### src/rtl/tabla_scanner.sv
// Truth-table scanner: steps {a,b,c} through 0..7, samples y_in after SETTLE cycles,
// and reports the captured table against EXPECTED. Define TABLA_MISMATCH_EN for mismatch_count/first_fail.
module tabla_scanner #(
    parameter int         SETTLE   = 2,
    parameter logic [7:0] EXPECTED = 8'h96
) (
    input  logic       clk,
    input  logic       reset,
    input  logic       start,
    input  logic       continuous,
    input  logic       y_in,
    output logic       a_out,
    output logic       b_out,
    output logic       c_out,
    output logic       busy,
    output logic       done,
    output logic [7:0] table_out,
    output logic       match,
    output logic [3:0] mismatch_count,
    output logic [2:0] first_fail
);
    typedef enum logic [1:0] {IDLE, WAIT, SAMPLE, DONE} state_t;

    state_t     state;
    logic [2:0] idx;
    logic [2:0] sel;
    logic [3:0] cnt;
    logic [7:0] work;
    logic [3:0] mc_nxt;
    logic [2:0] ff_nxt;

    assign {a_out, b_out, c_out} = sel;

`ifdef TABLA_MISMATCH_EN
    logic [7:0] diff;
    assign diff = work ^ EXPECTED;

    // Walk from the top so the lowest failing index wins.
    always_comb begin
        mc_nxt = 4'd0;
        ff_nxt = 3'd0;
        for (int i = 7; i >= 0; i--) begin
            mc_nxt = mc_nxt + {3'd0, diff[i]};
            if (diff[i]) ff_nxt = 3'(i);
        end
    end
`else
    assign mc_nxt = 4'd0;
    assign ff_nxt = 3'd0;
`endif

    always_ff @(posedge clk) begin
        if (reset) begin
            state          <= IDLE;
            idx            <= 3'd0;
            sel            <= 3'd0;
            cnt            <= 4'd0;
            work           <= 8'h00;
            busy           <= 1'b0;
            done           <= 1'b0;
            table_out      <= 8'h00;
            match          <= 1'b0;
            mismatch_count <= 4'd0;
            first_fail     <= 3'd0;
        end else begin
            done <= 1'b0;
            case (state)
                IDLE: begin
                    sel  <= 3'd0;
                    busy <= 1'b0;
                    if (start) begin
                        idx   <= 3'd0;
                        cnt   <= 4'd0;
                        work  <= 8'h00;
                        busy  <= 1'b1;
                        state <= WAIT;
                    end
                end
                WAIT: begin
                    cnt <= cnt + 4'd1;
                    if (cnt == 4'(SETTLE - 1)) state <= SAMPLE;
                end
                SAMPLE: begin
                    work[idx] <= y_in;
                    if (idx == 3'd7) begin
                        sel   <= 3'd0;
                        busy  <= 1'b0;
                        done  <= 1'b1;
                        state <= DONE;
                    end else begin
                        idx   <= idx + 3'd1;
                        sel   <= idx + 3'd1;
                        cnt   <= 4'd0;
                        state <= WAIT;
                    end
                end
                DONE: begin
                    table_out      <= work;
                    match          <= (work == EXPECTED);
                    mismatch_count <= mc_nxt;
                    first_fail     <= ff_nxt;
                    if (continuous) begin
                        idx   <= 3'd0;
                        cnt   <= 4'd0;
                        work  <= 8'h00;
                        busy  <= 1'b1;
                        state <= WAIT;
                    end else begin
                        state <= IDLE;
                    end
                end
                default: state <= IDLE;
            endcase
        end
    end
endmodule

### config.mk
export PLATFORM = sky130hd
export DESIGN_NAME = tabla_scanner
export DESIGN_NICKNAME = d
export VERILOG_FILES = /design/src/rtl/tabla_scanner.sv
export SDC_FILE = /design/constraint.sdc
export NUM_CORES = 1
export LEC_CHECK = 0
export BUFFER_PORTS_ARGS = -buffer_cell sky130_fd_sc_hd__clkbuf_2
export CAP_MARGIN = 20
export CELL_PAD_IN_SITES_DETAIL_PLACEMENT = 2
export CELL_PAD_IN_SITES_GLOBAL_PLACEMENT = 2
export CORE_UTILIZATION = 36
export CTS_CLUSTER_SIZE = 28
export DETAILED_ROUTE_END_ITERATION = 6
export PLACE_DENSITY_LB_ADDON = 0.1
export SETUP_SLACK_MARGIN = 0.02
export SLEW_MARGIN = 30
export SYNTH_ARGS = -nofsm -noshare
export SYNTH_HDL_FRONTEND = slang
export SYNTH_SLANG_ARGS = --single-unit
### constraint.sdc
create_clock -name clk -period 2.3 [get_ports clk]
set_input_delay 0.115 -clock clk [delete_from_list [all_inputs] [get_ports clk]]
set_output_delay 0.115 -clock clk [all_outputs]
set_load 0.1 [all_outputs]
==> impl_metrics.tcl, run 1 <==
set metrics [dict create \
    grt.total_usage_pct 21.4 \
    ctsRootBufferMaster "clkbuf_8" \
    cp.buffers_inverters 0 \
    drc 0 \
    final_common_cell "dfxtp_1" \
    synth.distinct_cells 44 \
    p_per_area_nw_per_um2 651 \
    fillers 492 \
    outcome "completed" \
    crit_required_ns 2.47 \
    hpwl_um 3050 \
    dieWidth_um 69.0 \
    tns_ns 0 \
    setup_viol 0 \
    ant_nets 0 \
    drt-pass1-iter-count 4 \
    period_share_pct 77.6 \
    regArea_sq_um 621 \
    port_buffers 18 \
    synth.area.mux_share_pct 0 \
    synth_area_sq_um 1620 \
    irDropWorstVdd_mv 0.314 \
    arrival_ns 1.96 \
    hp-class "primary input to flop" \
    clk_latency_ns 0.29 \
    leakage_nw 0.649 \
    cts_setup_buffers 0 \
    clock-sinks 31 \
    critPathMaxStageDelay_ns 0.44 \
    rsz0062_at_grt "no" \
    crit_chain "ha_1, ha_1, nor3b_4, nor2_1, a311oi_1" \
    final_nets 205 \
    die-area_sq_um 4760 \
    grt_pass1_vias 1384 \
    grt_max_degree 33 \
    io_pins 26 \
    crit_path_top_delay_cell "dfxtp_1" \
    syn_area_per_cell_sq_um 8.88 \
    drive_gt1_share_pct 19.9 \
    wirelength_um 4280 \
    worstSetupEndpointType "flop" \
    ys_seq_elements 31 \
    max-clock-path-buffers 2 \
    cts_tree "built" \
    cts.clk_slew.worst_paths_ns 0.06 \
    rows 23 \
    antenna_found_initial 0 \
    dp_cells 239 \
    worst_pin_slew_ns 0.703 \
    syn_inst 182 \
    gp_congestion 0.761 \
    cpMostUsedCell "ha_1" \
    synth_xor_area_share_pct 0 \
    cp_max_fo 14 \
    multi_input_area_sq_um 860 \
    grt_overflow 0 \
    wl_per_cell_um 17.4 \
    fin_skew_ns 0.00614 \
    syn2layout_area_growth_pct 8.37 \
    ctsHtreeMaxLevel 2 \
    hold_viol 0 \
    path_delay_family "adder cells" \
    fmax_mhz 560 \
    criticalPathCategory "flop to flop" \
    antenna-diode-count 0 \
    worstSetupStartpointType "flop" \
    synth_adder_area_share_pct 3.10 \
    viasPerCell 5.52 \
    synth-simple-area-share_pct 25.2 \
    start_util_pct 39.0 \
    grt_pass1_wl_um 7150 \
    yosys_warnings 0 \
    synth_top_family_by_area "simple AND/OR/NAND/NOR gates" \
    slew_viol_final 0 \
    drv_cap 0 \
    yosysSeqAreaShare_pct 38.4 \
    slew-limit-headroom_pct 53.1 \
    final_cell_mix "dfxtp_1, nand2_1, a21oi_1, clkbuf_2, nand3_1" \
    post_cts_resized 0 \
    core-area_sq_um 4140 \
    cts_buffers 5 \
    finalNonFillerCells 246 \
    cts_hold_buf 0 \
    post-route-min-period_ns 1.78 \
    chipHeight_um 69.0 \
    synth_compound_area_share_pct 23.3 \
    num_vias 1358 \
    dr.first_iter.drc_count 67 \
]
## through the flow
step | cell area [sq um] | power [mW] | setup slack (ns) | hold slack, ns | utilization, %
floorplan | 1640 | 0.698 | 0.863 | 0.220 | -
finish | 1750 | 1.14 | 0.516 | 0.246 | 42.2
detailed placement | 1660 | 0.711 | 0.551 | 0.456 | 40.1
global placement | 1660 | 0.706 | 0.652 | 0.443 | 40.1
CTS | 1750 | 1.15 | 0.507 | 0.246 | 42.2
global route | 1750 | 1.19 | 0.352 | 0.251 | 42.2
## tightest hold or removal path, delay by kind of cell
| family | cells | cell delay [ns] |
|---|---|---|
| AO/OA/AOI/OAI | 2 | 0.23 |
| buffers and inverters | 1 | 0.14 |
## final cells by class
class                      instances  area share (%)
inverter                           4           0.858
timing repair buffer              20            6.00
sequential                        31            35.5
clock inverter                     1           0.286
multi-input combinational        134            49.1
tap                               50            3.57
clock buffer                       6            4.72
## path summary, 6_finish.rpt
kind / depth (start not counted) / to / startpoint / slack [ns]
worst min-delay path: 3 / busy$_SDFFE_PP0P_ / start / 0.25
worst max-delay path: 5 / idx[0]$_SDFFE_PP0P_ / idx[1]$_SDFFE_PP0P_ / 0.52
worst max register to register: 5 / idx[0]$_SDFFE_PP0P_ / idx[1]$_SDFFE_PP0P_ / 0.52
worst min register to register: 2 / table_out[0]$_SDFFE_PP0N_ / table_out[0]$_SDFFE_PP0N_ / 0.46
## cells in the mapped netlist (all sizes together)
cell	count	area [sq um]
a22oi	3	22.5
nand2b	1	6.26
a31oi	5	31.3
and4bb	1	12.5
a41oi	1	8.76
nor3b	1	18.8
o311ai	2	17.5
and2	2	12.5
a21o	2	15.0
nor2	9	36.3
and4b	1	10.0
dfxtp	31	621
and3b	1	8.76
and2b	1	7.51
ha	4	50.1
o211ai	2	15.0
o21bai	2	26.3
a311oi	5	56.3
a21oi	20	100
or3b	2	17.5
o21a	1	7.51
a32oi	4	35.0
conb	1	3.75
buf	16	131
nand2	28	125
nor4bb	2	20.0
or3	1	6.26
nand3b	3	22.5
clkbuf	3	11.3
inv	4	15.0
a21boi	2	15.0
nor2b	4	32.5
o41ai	1	16.3
o21ai	2	10.0
nand3	13	65.1
nor3	1	5.00
## routing by layer
| layer | GRT usage (%) | part of all wire, % | vias to the layer above |
|---|---|---|---|
| li1 | - | - | 668 |
| met3 | 7.07 | 2.7 | 7 |
| met4 | 8.42 | 1.8 | 0 |
| met1 | 26.7 | 47 | 663 |
| met2 | 33.7 | 48 | 20 |
| met5 | 0 | 0 | - |
## sequential cells by signal, summed over array words and instances, names as in the netlist, 2 cells and up
name and cells:
sel 3, table_out 8, work 8, state 2, idx 3, cnt 4
## logic make-up after synthesis
logic type / Yosys count
AOI/OAI and AO/OA: 52
adders and majority gates: 4
buffers and inverters: 23
DFF: 31
other: 1
and+or+nand+nor: 71
## power by group
| part | internal, mW | switching (mW) | total, mW | leakage [nW] |
|---|---|---|---|---|
| clock network | 0.234 | 0.205 | 0.439 | 0.0470 |
| logic | 0.0288 | 0.112 | 0.141 | 0.352 |
| registers | 0.544 | 0.0149 | 0.559 | 0.250 |
Note: power is estimated with default switching activity, not from simulation.
==> run 2: changes to the inputs <==
--- a/config.mk
+++ b/config.mk
@@ -9,7 +9,7 @@
 export CAP_MARGIN = 20
 export CELL_PAD_IN_SITES_DETAIL_PLACEMENT = 2
 export CELL_PAD_IN_SITES_GLOBAL_PLACEMENT = 2
-export CORE_UTILIZATION = 36
+export CORE_UTILIZATION = 33
 export CTS_CLUSTER_SIZE = 28
 export DETAILED_ROUTE_END_ITERATION = 6
 export PLACE_DENSITY_LB_ADDON = 0.1
==> constraint.sdc (replaced) <==
create_clock -name clk -period 1.8 [get_ports clk]
set_input_delay 0.09 -clock clk [delete_from_list [all_inputs] [get_ports clk]]
set_output_delay 0.09 -clock clk [all_outputs]
set_load 0.1 [all_outputs]
==> run 2 against run 1 <==
Net effect: clock power grew 64%; sequential share of layout area shrank 1.7 points; wire length grew 6.0%; critical path depth is the same; utilization shrank 3.3 points; register-to-register slack lost 0.30 ns; global-route usage shrank 1.9 points; final cell count grew 9.3%; largest cell class unchanged; highest routed layer unchanged.
==> impl_metrics.tcl, run 2 (synthesized netlist as in run 1, its figures left out) <==
set metrics [dict create \
    grt.total_usage_pct 19.5 \
    ctsRootBufferMaster "clkbuf_8" \
    criticalPathCategory "flop to flop" \
    slew_viol_final 0 \
    max-clock-path-buffers 2 \
    drt-pass1-iter-count 4 \
    rsz0062_at_grt "no" \
    worstSetupEndpointType "flop" \
    cts.clk_slew.worst_paths_ns 0.07 \
    whs_ns 0.124 \
    grt_pass1_wl_um 7650 \
    period_share_pct 87.8 \
    clk_latency_ns 0.29 \
    tns_ns 0 \
    syn2layout_area_growth_pct 13.9 \
    cts_tree "built" \
    post_cts_resized 0 \
    hpwl_um 3320 \
    start_util_pct 34.2 \
    outcome "completed" \
    post-route-min-period_ns 1.58 \
    wl_per_cell_um 16.9 \
    chipHeight_um 72.0 \
    p_per_area_nw_per_um2 877 \
    cp_max_fo 6 \
    final_common_cell "dfxtp_1" \
    total_power_mw 1.61 \
    num_vias 1393 \
    dieWidth_um 72.0 \
    ctsHtreeMaxLevel 2 \
    reg.largest.list "table_out: 8 flops, work: 8 flops, cnt: 4 flops" \
    antenna-diode-count 0 \
    path_delay_family "adder cells" \
    fmax_mhz 633 \
    finalInstanceArea_sq_um 1840 \
    core-area_sq_um 4720 \
    ant_nets 0 \
    setup_slack_ns 0.219 \
    wirelength_um 4540 \
    gp_congestion 0.794 \
    crit_path_top_delay_cell "nor3b_4" \
    crit_chain "ha_1, ha_1, nor3b_4, a21oi_1, a311oi_2" \
    worstSetupStartpointType "flop" \
    antenna_found_initial 0 \
    io_pins 26 \
    fillers 543 \
    grt_max_degree 25 \
    leakage_nw 0.690 \
    grt_overflow 0 \
    dp_slack_ns 0.236 \
    placed_area_sq_um 1720 \
    grt_pass1_vias 1488 \
    drive_gt1_share_pct 22.3 \
    final_cell_mix "dfxtp_1, nand2_1, a21oi_1, clkbuf_2, nand3_1" \
    slew-limit-headroom_pct 62.8 \
    cts_hold_buf 0 \
    crit_required_ns 2.00 \
    dr.first_iter.drc_count 42 \
    rows 25 \
    hp-class "primary input to flop" \
    cts_buffers 5 \
    arrival_ns 1.78 \
    irDropWorstVdd_mv 0.387 \
    fin_skew_ns 0.00568 \
    port_buffers 18 \
    worst_pin_slew_ns 0.557 \
    clock-sinks 31 \
    viasPerCell 5.18 \
    drv_cap 0 \
    drc 0 \
    critPathMaxStageDelay_ns 0.33 \
    die-area_sq_um 5180 \
    hold_viol 0 \
    cp.buffers_inverters 0 \
    cpMostUsedCell "ha_1" \
    final_nets 210 \
    cts_setup_buffers 0 \
    setup_viol 0 \
]
==> run 2: routing by layer <==
metal  up-vias  part of all wire (%)  global-route usage, %  routed length, um
met2        23                    51                   32.6               2330
met5         -                     0                      0                  0
met3         2                   2.2                   5.56                101
met4         0                  0.55                   6.32                 25
met1       691                    46                   24.3               2090
li1        677                     -                      -                  -
==> run 2: worst paths after layout <==
kind | startpoint | end | slack, ns | cells past startpoint
max | idx[0]$_SDFFE_PP0P_ | idx[1]$_SDFFE_PP0P_ | 0.22 | 5
min | reset | busy$_SDFFE_PP0P_ | 0.12 | 2
max reg2reg | idx[0]$_SDFFE_PP0P_ | idx[1]$_SDFFE_PP0P_ | 0.22 | 5
min reg2reg | table_out[2]$_SDFFE_PP0N_ | table_out[2]$_SDFFE_PP0N_ | 0.46 | 2
==> run 2: per-stage QoR <==
| stage | cells | utilization [%] |
|---|---|---|
| finish | 269 | 38.9 |
| global route | 269 | 38.9 |
| CTS | 269 | 38.9 |
| detailed placement | 261 | 36.5 |
| global placement | 261 | 36.5 |
| floorplan | 188 | - |
==> run 2: final cells by class <==
class,count,area [sq um],share of cell area (%)
clock buffers,6,82.6,4.49
inverters,4,15.0,0.816
flip-flops and latches,31,621,33.7
well taps,67,83.8,4.56
repair buffers,25,143,7.76
multi-input cells,134,860,46.7
clock inverters,2,35.0,1.90
==> run 2: where the power goes <==
part	switching (mW)	internal, mW
Combinational	0.141	0.0391
Sequential	0.0197	0.695
Clock	0.271	0.448
Total	0.432	1.18
==> run 3: changes to the inputs <==
--- a/config.mk
+++ b/config.mk
@@ -9,12 +9,12 @@
 export CAP_MARGIN = 20
 export CELL_PAD_IN_SITES_DETAIL_PLACEMENT = 2
 export CELL_PAD_IN_SITES_GLOBAL_PLACEMENT = 2
-export CORE_UTILIZATION = 33
+export CORE_UTILIZATION = 35
+export CTS_BUF_LIST = sky130_fd_sc_hd__clkbuf_8
 export CTS_CLUSTER_SIZE = 28
 export DETAILED_ROUTE_END_ITERATION = 6
 export PLACE_DENSITY_LB_ADDON = 0.1
 export SETUP_SLACK_MARGIN = 0.02
-export SLEW_MARGIN = 30
 export SYNTH_ARGS = -nofsm -noshare
 export SYNTH_HDL_FRONTEND = slang
 export SYNTH_SLANG_ARGS = --single-unit
==> run 3 against run 2 <==
Net effect: worst hold slack gained 0.0030 ns; via count shrank 0.57%; non-clock buffer count is the same; critical endpoint is now idx[2]$_SDFFE_PP0P_; global-route usage grew 0.65 points; highest routed layer unchanged; sequential share of layout area grew 0.35 points; worst setup slack gained 0.0021 ns; power is essentially flat; sequential power is essentially flat; final cell count shrank 5.6%; critical path depth is the same; first-iteration DRC count shrank 4.8%.
==> impl_metrics.tcl, run 3 (synthesized netlist as in run 1, its figures left out) <==
set metrics [dict create \
    cts_hold_buf 0 \
    max-clock-path-buffers 2 \
    ctsHtreeMaxLevel 2 \
    wl_per_cell_um 17.6 \
    core-area_sq_um 4380 \
    syn2layout_area_growth_pct 12.7 \
    r2r_cells 5 \
    num_vias 1385 \
    grt_util_met1_pct 25.0 \
    final_common_cell "dfxtp_1" \
    post_cts_resized 0 \
    post-route-min-period_ns 1.58 \
    met3_usage_pct 4.33 \
    ant_nets 0 \
    final_nets 210 \
    path_delay_family "adder cells" \
    cts_tree "built" \
    period_share_pct 87.7 \
    worstSetupStartpointType "flop" \
    reg.largest.list "table_out: 8 flops, work: 8 flops, cnt: 4 flops" \
    clock-sinks 31 \
    pwr-share-clk_pct 44.5 \
    cp.buffers_inverters 0 \
    drive_gt1_share_pct 22.3 \
    slew-limit-headroom_pct 63.5 \
    fin_skew_ns 0.00414 \
    worstSetupEndpointType "flop" \
    die-area_sq_um 4890 \
    p_per_area_nw_per_um2 886 \
    cp_max_fo 6 \
    hpwl_um 3240 \
    dr.first_iter.drc_count 40 \
    hold_path_end "done$_SDFF_PP0_" \
    irDropWorstVdd_mv 0.438 \
    hold_depth 2 \
    cts_buffers 5 \
    crit_path_top_delay_cell "dfxtp_1" \
    clk_latency_ns 0.29 \
    arrival_ns 1.78 \
    tns_ns 0 \
    grt_pass1_wl_um 7590 \
    rows 24 \
    grt.total_usage_pct 20.1 \
    setup_viol 0 \
    drc 0 \
    rsz0062_at_grt "no" \
    outcome "completed" \
    drt-pass1-iter-count 3 \
    p_sw_uw 431 \
    io_pins 26 \
    fin_util_pct 41.5 \
    leakage_nw 0.690 \
    worst_pin_slew_ns 0.547 \
    worstHoldStart "reset" \
    grt_busiest_layer "met2" \
    cpMostUsedCell "ha_1" \
    cts_setup_buffers 0 \
    viasPerCell 5.45 \
    power_frac_seq_pct 44.3 \
    critPathMaxStageDelay_ns 0.32 \
    crit_required_ns 2.00 \
    antenna_found_initial 0 \
    hold_viol 0 \
    cts.clk_slew.worst_paths_ns 0.06 \
    crit_chain "ha_1, ha_1, nor3b_4, a21oi_1, a311oi_2" \
    chipHeight_um 69.9 \
    gp_congestion 0.758 \
    grt_overflow 0 \
    grt_max_degree 25 \
    ctsRootBufferMaster "clkbuf_8" \
    r2r-start "idx[0]$_SDFFE_PP0P_" \
    hp-class "primary input to flop" \
    grt_pass1_vias 1487 \
    drv_cap 0 \
    dieWidth_um 69.9 \
    rr_endpoint "idx[2]$_SDFFE_PP0P_" \
    criticalPathCategory "flop to flop" \
    final_cell_mix "dfxtp_1, nand2_1, a21oi_1, clkbuf_2, nand3_1" \
    antenna-diode-count 0 \
    wirelength_um 4470 \
    slew_viol_final 0 \
    r2r_setup_slack_ns 0.22 \
    globalRouteMet2Util_pct 34.5 \
    fmax_mhz 633 \
    power_frac_comb_pct 11.3 \
    p_sw_share_pct 26.7 \
    p_int_mw 1.18 \
    port_buffers 18 \
    start_util_pct 36.8 \
]
[run 3: cell type report]
class | count | area (sq um)
fillers | 494 | 2560
multi-input cells | 134 | 860
flip-flops and latches | 31 | 621
repair buffers | 25 | 143
clock buffers | 6 | 82.6
well taps | 52 | 65.1
clock inverters | 2 | 35.0
inverters | 4 | 15.0
[run 3: how the worst max path moves through the flow]
| stage | startpoint | cells after the start | slack (ns) | endpoint |
|---|---|---|---|---|
| finish | idx[0]$_SDFFE_PP0P_ | 5 | 0.22 | idx[2]$_SDFFE_PP0P_ |
| global route | idx[0]$_SDFFE_PP0P_ | 5 | 0.08 | idx[0]$_SDFFE_PP0P_ |
| CTS | idx[0]$_SDFFE_PP0P_ | 5 | 0.20 | idx[0]$_SDFFE_PP0P_ |
| detailed placement | idx[0]$_SDFFE_PP0P_ | 5 | 0.22 | idx[0]$_SDFFE_PP0P_ |
| global placement | idx[0]$_SDFFE_PP0P_ | 5 | 0.33 | idx[2]$_SDFFE_PP0P_ |
| floorplan | idx[0]$_SDFFE_PP0P_ | 5 | 0.36 | idx[1]$_SDFFE_PP0P_ |
[run 3: per-layer routing]
metal	part of all wire, %	vias to the layer above
met5	0	-
met4	1.4	0
met3	3.0	7
met2	50	23
met1	45	674
li1	-	681
[run 3: stage by stage]
| stage | area (sq um) | hold slack [ns] | cells | power [mW] | setup WS, ns |
|---|---|---|---|---|---|
| 6_report | 1820 | 0.127 | 254 | 1.61 | 0.221 |
| 5_1_grt | 1820 | 0.151 | 254 | 1.67 | 0.0800 |
| 4_1_cts | 1820 | 0.112 | 254 | 1.64 | 0.203 |
| 3_5_place_dp | 1700 | 0.418 | 246 | 0.911 | 0.225 |
| 3_3_place_gp | 1700 | 0.408 | 246 | 0.904 | 0.325 |
| 2_1_floorplan | 1640 | 0.195 | 188 | 0.891 | 0.363 |
[run 3: worst register-to-register path: cells and delay by family (launching register included)]
kind / cells / cell delay (ns)
and+or+nand+nor: 1 / 0.32
DFF: 1 / 0.32
adders and majority gates: 2 / 0.47
AOI/OAI and AO/OA: 2 / 0.39
[run 3: power by group through the flow]
stage	sequential, mW	combinational [mW]	clock [mW]
after CTS	0.714	0.183	0.739
after global routing	0.716	0.194	0.761
final	0.714	0.182	0.717
after global placement	0.728	0.176	0
after detailed placement	0.730	0.181	0
after floorplan	0.732	0.159	0
